`config.mk`:
```
export PLATFORM = sky130hd
export DESIGN_NAME = bike_decap_loader
export DESIGN_NICKNAME = d
export VERILOG_FILES = /design/src/rtl/bike_decap_loader.sv
export SDC_FILE = /design/constraint.sdc
export NUM_CORES = 1
export LEC_CHECK = 0
export ABC_AREA = 1
export ABC_CLOCK_PERIOD_IN_PS = 2480
export BUFFER_PORTS_ARGS = -buffer_cell sky130_fd_sc_hd__buf_2
export CORE_AREA = 2 2 358 360
export CTS_CLUSTER_SIZE = 25
export DETAILED_ROUTE_END_ITERATION = 10
export DIE_AREA = 0 0 360 362
export PLACE_DENSITY_LB_ADDON = 0.2
export SETUP_SLACK_MARGIN = 0.1
export SYNTH_ARGS = -nofsm -noshare
export SYNTH_HDL_FRONTEND = slang
export SYNTH_SLANG_ARGS = --single-unit
```
`constraint.sdc`:
```
create_clock -name clk -period 2.48 [get_ports clk]
set_input_delay 0.372 -clock clk [delete_from_list [all_inputs] [get_ports clk]]
set_output_delay 0.372 -clock clk [all_outputs]
set_load 0.1 [all_outputs]
```
`src/rtl/bike_decap_loader.sv`:
```
// bike_decap_loader: stream front/back end for the BIKE decapsulation core.
// Collects c0, c1, h0 and h1 from a DW-bit valid/ready stream (least-significant
// word first), pulses core_start, waits for a rising edge on core_done, then
// streams the captured KEY_W-bit shared key out as DW-bit words.
// Optional build macro BIKE_LOADER_TIMEOUT_EN adds a WAIT watchdog that raises
// a sticky err and emits an all-zero key after TIMEOUT_CYC cycles.
module bike_decap_loader #(
    parameter int R           = 127,
    parameter int W           = 5,
    parameter int POS_W       = 8,
    parameter int DW          = 32,
    parameter int KEY_W       = 512,
    parameter int TIMEOUT_CYC = 65535
) (
    input  logic                 clk,
    input  logic                 rst,
    input  logic                 in_valid,
    output logic                 in_ready,
    input  logic [DW-1:0]        in_data,
    output logic                 out_valid,
    input  logic                 out_ready,
    output logic [DW-1:0]        out_data,
    output logic                 out_last,
    output logic [R-1:0]         core_c0,
    output logic [R-1:0]         core_c1,
    output logic [W*POS_W-1:0]   core_h0_pos_flat,
    output logic [W*POS_W-1:0]   core_h1_pos_flat,
    output logic                 core_start,
    input  logic                 core_done,
    input  logic [KEY_W-1:0]     core_key,
    output logic                 busy,
    output logic                 err
);

    localparam int HW      = W * POS_W;
    localparam int NC      = (R + DW - 1) / DW;
    localparam int NH      = (HW + DW - 1) / DW;
    localparam int NK      = KEY_W / DW;
    localparam int TOTAL   = 2 * NC + 2 * NH;
    localparam int CNT_MAX = (TOTAL > NK) ? TOTAL : NK;
    localparam int CNT_W   = $clog2(CNT_MAX + 1);

    localparam logic [CNT_W-1:0] LAST_LOAD = CNT_W'(TOTAL - 1);
    localparam logic [CNT_W-1:0] LAST_KEY  = CNT_W'(NK - 1);

    typedef enum logic [1:0] {
        S_LOAD,
        S_LAUNCH,
        S_WAIT,
        S_UNLOAD
    } state_t;

    state_t              state_q;
    logic [CNT_W-1:0]    cnt_q;
    logic                in_ready_q;
    logic                core_start_q;
    logic                out_valid_q;
    logic                out_last_q;
    logic [DW-1:0]       out_data_q;
    logic                busy_q;
    logic                done_prev_q;
    logic [KEY_W-1:0]    key_q;      // key words not yet presented on out_data
    logic [R-1:0]        c0_q, c1_q, c0_d, c1_d;
    logic [HW-1:0]       h0_q, h1_q, h0_d, h1_d;

    logic load_fire;
    logic done_rise;

    assign load_fire = in_valid & in_ready_q;
    assign done_rise = core_done & ~done_prev_q;

`ifdef BIKE_LOADER_TIMEOUT_EN
    localparam int TMR_W = $clog2(TIMEOUT_CYC + 1);
    localparam logic [TMR_W-1:0] TMR_LAST = TMR_W'(TIMEOUT_CYC - 1);
    logic [TMR_W-1:0] timer_q;
    logic             err_q;
    assign err = err_q;
`else
    // Watchdog absent in this build; the parameter is kept so instantiations stay identical.
    localparam int unused_timeout_cyc = TIMEOUT_CYC;
    assign err = 1'b0;
`endif

    // Per-bit next value of each field: a bit takes in_data when the counter addresses its word.
    // Bits of a field's last word above the field width simply have no destination.
    genvar gi;
    generate
        for (gi = 0; gi < R; gi++) begin : g_c
            assign c0_d[gi] = (cnt_q == CNT_W'(gi / DW))      ? in_data[gi % DW] : c0_q[gi];
            assign c1_d[gi] = (cnt_q == CNT_W'(NC + gi / DW)) ? in_data[gi % DW] : c1_q[gi];
        end
        for (gi = 0; gi < HW; gi++) begin : g_h
            assign h0_d[gi] = (cnt_q == CNT_W'(2 * NC + gi / DW))      ? in_data[gi % DW] : h0_q[gi];
            assign h1_d[gi] = (cnt_q == CNT_W'(2 * NC + NH + gi / DW)) ? in_data[gi % DW] : h1_q[gi];
        end
    endgenerate

    // Control FSM with registered outputs; also owns the field, key and watchdog registers.
    always_ff @(posedge clk or negedge rst) begin
        if (!rst) begin
            state_q      <= S_LOAD;
            cnt_q        <= '0;
            in_ready_q   <= 1'b1;
            core_start_q <= 1'b0;
            out_valid_q  <= 1'b0;
            out_last_q   <= 1'b0;
            out_data_q   <= '0;
            busy_q       <= 1'b0;
            done_prev_q  <= 1'b0;
            key_q        <= '0;
            c0_q         <= '0;
            c1_q         <= '0;
            h0_q         <= '0;
            h1_q         <= '0;
`ifdef BIKE_LOADER_TIMEOUT_EN
            timer_q      <= '0;
            err_q        <= 1'b0;
`endif
        end else begin
            case (state_q)
                S_LOAD: begin
                    if (load_fire) begin
                        c0_q <= c0_d;
                        c1_q <= c1_d;
                        h0_q <= h0_d;
                        h1_q <= h1_d;
                        if (cnt_q == LAST_LOAD) begin
                            cnt_q        <= '0;
                            state_q      <= S_LAUNCH;
                            in_ready_q   <= 1'b0;
                            core_start_q <= 1'b1;
                            busy_q       <= 1'b1;
                        end else begin
                            cnt_q <= cnt_q + 1'b1;
                        end
                    end
                end
                S_LAUNCH: begin
                    // Re-arm the edge detector so a done level left from a prior run is ignored.
                    core_start_q <= 1'b0;
                    done_prev_q  <= core_done;
                    state_q      <= S_WAIT;
`ifdef BIKE_LOADER_TIMEOUT_EN
                    timer_q      <= '0;
`endif
                end
                S_WAIT: begin
                    done_prev_q <= core_done;
                    if (done_rise) begin
                        out_data_q  <= core_key[DW-1:0];
                        key_q       <= core_key >> DW;
                        out_valid_q <= 1'b1;
                        out_last_q  <= (NK == 1);
                        state_q     <= S_UNLOAD;
                    end
`ifdef BIKE_LOADER_TIMEOUT_EN
                    else if (timer_q == TMR_LAST) begin
                        err_q       <= 1'b1;
                        key_q       <= '0;
                        out_data_q  <= '0;
                        out_valid_q <= 1'b1;
                        out_last_q  <= (NK == 1);
                        state_q     <= S_UNLOAD;
                    end else begin
                        timer_q <= timer_q + 1'b1;
                    end
`endif
                end
                S_UNLOAD: begin
                    if (out_ready) begin
                        if (cnt_q == LAST_KEY) begin
                            cnt_q       <= '0;
                            key_q       <= '0;
                            out_data_q  <= '0;
                            out_valid_q <= 1'b0;
                            out_last_q  <= 1'b0;
                            busy_q      <= 1'b0;
                            in_ready_q  <= 1'b1;
                            state_q     <= S_LOAD;
                        end else begin
                            cnt_q      <= cnt_q + 1'b1;
                            out_data_q <= key_q[DW-1:0];
                            key_q      <= key_q >> DW;
                            out_last_q <= ((cnt_q + 1'b1) == LAST_KEY);
                        end
                    end
                end
                default: state_q <= S_LOAD;
            endcase
        end
    end

    assign in_ready         = in_ready_q;
    assign core_start       = core_start_q;
    assign out_valid        = out_valid_q;
    assign out_last         = out_last_q;
    assign out_data         = out_data_q;
    assign busy             = busy_q;
    assign core_c0          = c0_q;
    assign core_c1          = c1_q;
    assign core_h0_pos_flat = h0_q;
    assign core_h1_pos_flat = h1_q;

endmodule

```
==> reports/qor.csv <==
metric,value,unit
final.setup.worst_slack,305,ps
cellPowerDensity,593,nW/µm²
yosysMostFrequentCell,nand2_1,
timing.slew.headroom,0.429,
fmax,460,MHz
gr-total-overflow,0,
drive_above_1_share,0.209,
status,"complete, no violations",
regArea,21500,µm²
ir_drop,0.000605,V
worst_pin_slew,856,ps
critical_path_class,reg2reg,
ys_warn_count,0,
worst_path_most_repeated_cell,o21ai_0,
antenna_left,0,
hold_class,in2reg,
critPathTopFamily,buffers and inverters,
antenna_found_initial,64,
syn_area,37700,µm²
fin_skew,29.4,ps
setup_viol,0,
die_h,362,µm
port_buffers,919,
grt.total_usage,0.236,
finalCritPeriodShare,0.877,
ys_top_cells_by_count,"1748 x nand2_1, 858 x dfrtp_1, 830 x o21ai_0, 467 x inv_1, 276 x o21ai_1",
netlist_top_cells_area,"dfrtp_1 57%, nand2_1 17%, o21ai_0 11%",
reg2regPathDepth,11,
ctsRootBufferMaster,clkbuf_16,
vias_per_cell,4.67,
synth.net_count,5209,
netlist_instances,4649,
max_stage_delay,380,ps
min_from,core_key[181],
core,127000,µm²
finish.utilization,0.417,
clock_sinks,859,
r2r-end,key_q[86]$_DFFE_PN0P_,
worst_path_max_delay_cell,dfrtp_1,
die_area,130000,µm²
cts.path.max_buffers,3,
start_util,0.297,
drv_slew,0,
firstDrtPassIters,6,
crit_arrival,2770,ps
rsz0062_at_grt,false,
die_w,360,µm
place_congestion,0.844,
grt_pass1_wl,233,mm
synth.top_cell.area_share,0.570,
holdPathEnd,key_q[149]$_DFFE_PN0P_,
critPathMaxFanout,36,
required,3070,ps
drtIter0Drc,2708,
seq_area_frac_synth,0.571,
ys_ff_latch,859,
htree_levels,3,
p_leak,0.0285,µW
drc,0,
cts_made_buffers,100,
yosys_most_used_dff,dfrtp_1,
yosys.area.top_type,dfrtp_1,
cts.clk_slew.worst_paths,60,ps
cp_cell_sequence,ha_1 -> inv_2 -> nor3_2 -> ha_2 -> nor2_4 -> clkinv_8 -> buf_12 -> o21ai_0 -> buf_4 -> nand2_1 -> o21ai_0,
r2r_slack,310,ps
async_flop_share,1.00,
fin_nets,6511,
r2r_start,cnt_q[0]$_DFFE_PN0P_,
cts_tree,built,
routedWlPerCell,20.3,µm
min_path_cells,5,
io_pins,921,
avgSynthCellArea,8.10,µm²
fillers,13000,
critPathBufInv,4,
dp_slack,64.4,ps
area_delta_synth_final,40.1,%
endpoint_kind,register,
num_rows,131,
vias,36000,
place_hpwl,114,mm
cp-start-kind,register,
multi_input_area,13200,µm²
drt-total-wl,157,mm
synth_cell_types,29,
synth_edf_count,0,
clk_latency,700,ps
final-hold-violation-count,0,
finalCriticalPeriod,2170,ps
fin_tns_setup,0,ps
max_cap_viol_count,0,
grt_pass1_vias,36100,
grt_max_degree,129,
## power by group
| group | total, µW | switching (µW) | internal, µW | leakage [µW] |
|---|---|---|---|---|
| Combinational | 2070 | 1050 | 1030 | 0.0171 |
| Sequential | 14000 | 0 | 14000 | 0.00980 |
| Clock | 15200 | 6250 | 8950 | 0.00164 |
| Total | 31300 | 7300 | 24000 | 0.0285 |
## placed cells by master, fill, tap and decap left out, types with 7 or more instances in the layout
cell type and instances:
nand2_1 1748, buf_2 919, dfrtp_1 857, o21ai_0 825, inv_1 466, dlygate4sd3_1 427
o21ai_1 281, clkbuf_16 101, buf_4 99, nand4_1 64, buf_12 56, nand3_1 47
diode_2 33, clkbuf_1 30, clkbuf_8 20, clkinv_2 12, ha_1 9, bufinv_16 8
nor2_4 7, nor2_1 7
## worst reg2reg max path: cells and delay by family (launching register included)
family          cells  cell delay (ps)
compound gates      2              370
fa+ha+maj           2              420
buf+inv             4              640
flops               1              380
simple gates        3              280
## flip-flops by register name, indices dropped and copies added, names as in the netlist
name and flops:
busy 1, cnt_q 5, core_c0 127, core_c1 127
core_h0_pos_flat 40, core_h1_pos_flat 40, core_start 1, done_prev_q 1
in_ready 1, key_q 480, out_data 32, out_last 1
out_valid 1, state_q 2
## worst max-delay path by stage
| stage | start | endpoint | slack (ps) | depth (start not counted) |
|---|---|---|---|---|
| after floorplan | cnt_q[2]$_DFFE_PN0P_ | key_q[398]$_DFFE_PN0P_ | 320 | 13 |
| after global placement | cnt_q[0]$_DFFE_PN0P_ | key_q[88]$_DFFE_PN0P_ | 10 | 11 |
| after detailed placement | cnt_q[0]$_DFFE_PN0P_ | key_q[88]$_DFFE_PN0P_ | 60 | 11 |
| after CTS | cnt_q[0]$_DFFE_PN0P_ | key_q[86]$_DFFE_PN0P_ | 170 | 11 |
| after global routing | cnt_q[0]$_DFFE_PN0P_ | key_q[238]$_DFFE_PN0P_ | 110 | 12 |
| final | cnt_q[0]$_DFFE_PN0P_ | key_q[86]$_DFFE_PN0P_ | 310 | 11 |
## metrics by stage
step           cell area, µm²  std cells  total power [µW]  hold WS, ps
6_report                52800       7724             31300         53.7
5_1_grt                 52800       7717             32400         50.0
4_1_cts                 52600       7687             31700        0.466
3_5_place_dp            45000       7080             15800          428
3_3_place_gp            45000       7080             15800          431
2_1_floorplan           37700       4649             14600         76.4
## area by class of cell
| cell class | count | share of cell area |
|---|---|---|
| Tap cell | 1662 | 0.0394 |
| Antenna cell | 33 | 0.00156 |
| Timing Repair Buffer | 1505 | 0.205 |
| Inverter | 474 | 0.0343 |
| Sequential cell | 859 | 0.407 |
| Multi-Input combinational cell | 3011 | 0.249 |
| Clock inverter | 29 | 0.00818 |
| Clock buffer | 151 | 0.0552 |
## per-layer routing
metal  wire [µm]  GRT usage  vias to the layer above
met3       10100     0.0557                      296
met2       75400      0.397                     1170
met5         315          0                        -
met4        5830     0.0962                       52
li1            -          -                    17300
met1       65300      0.292                    17200
## cells by family after synthesis
kind of cell	after synthesis	share of synthesized area
XOR/XNOR	2	0.000465
AND/OR/NAND/NOR	1890	0.197
other	1	0.0000996
flip-flops	859	0.571
AO/OA/AOI/OAI	1107	0.147
adder cells (fa/ha/maj)	11	0.00365
buffers and inverters	779	0.0813
## what timing repair did
action	CTS	global route
hold endpoints to repair	526	0
pin swaps	0	1
setup endpoints to repair	2	147
buffers inserted	0	4
gates resized for setup	2	12
hold buffers	427	0
Power figures use the tool's default switching activity.
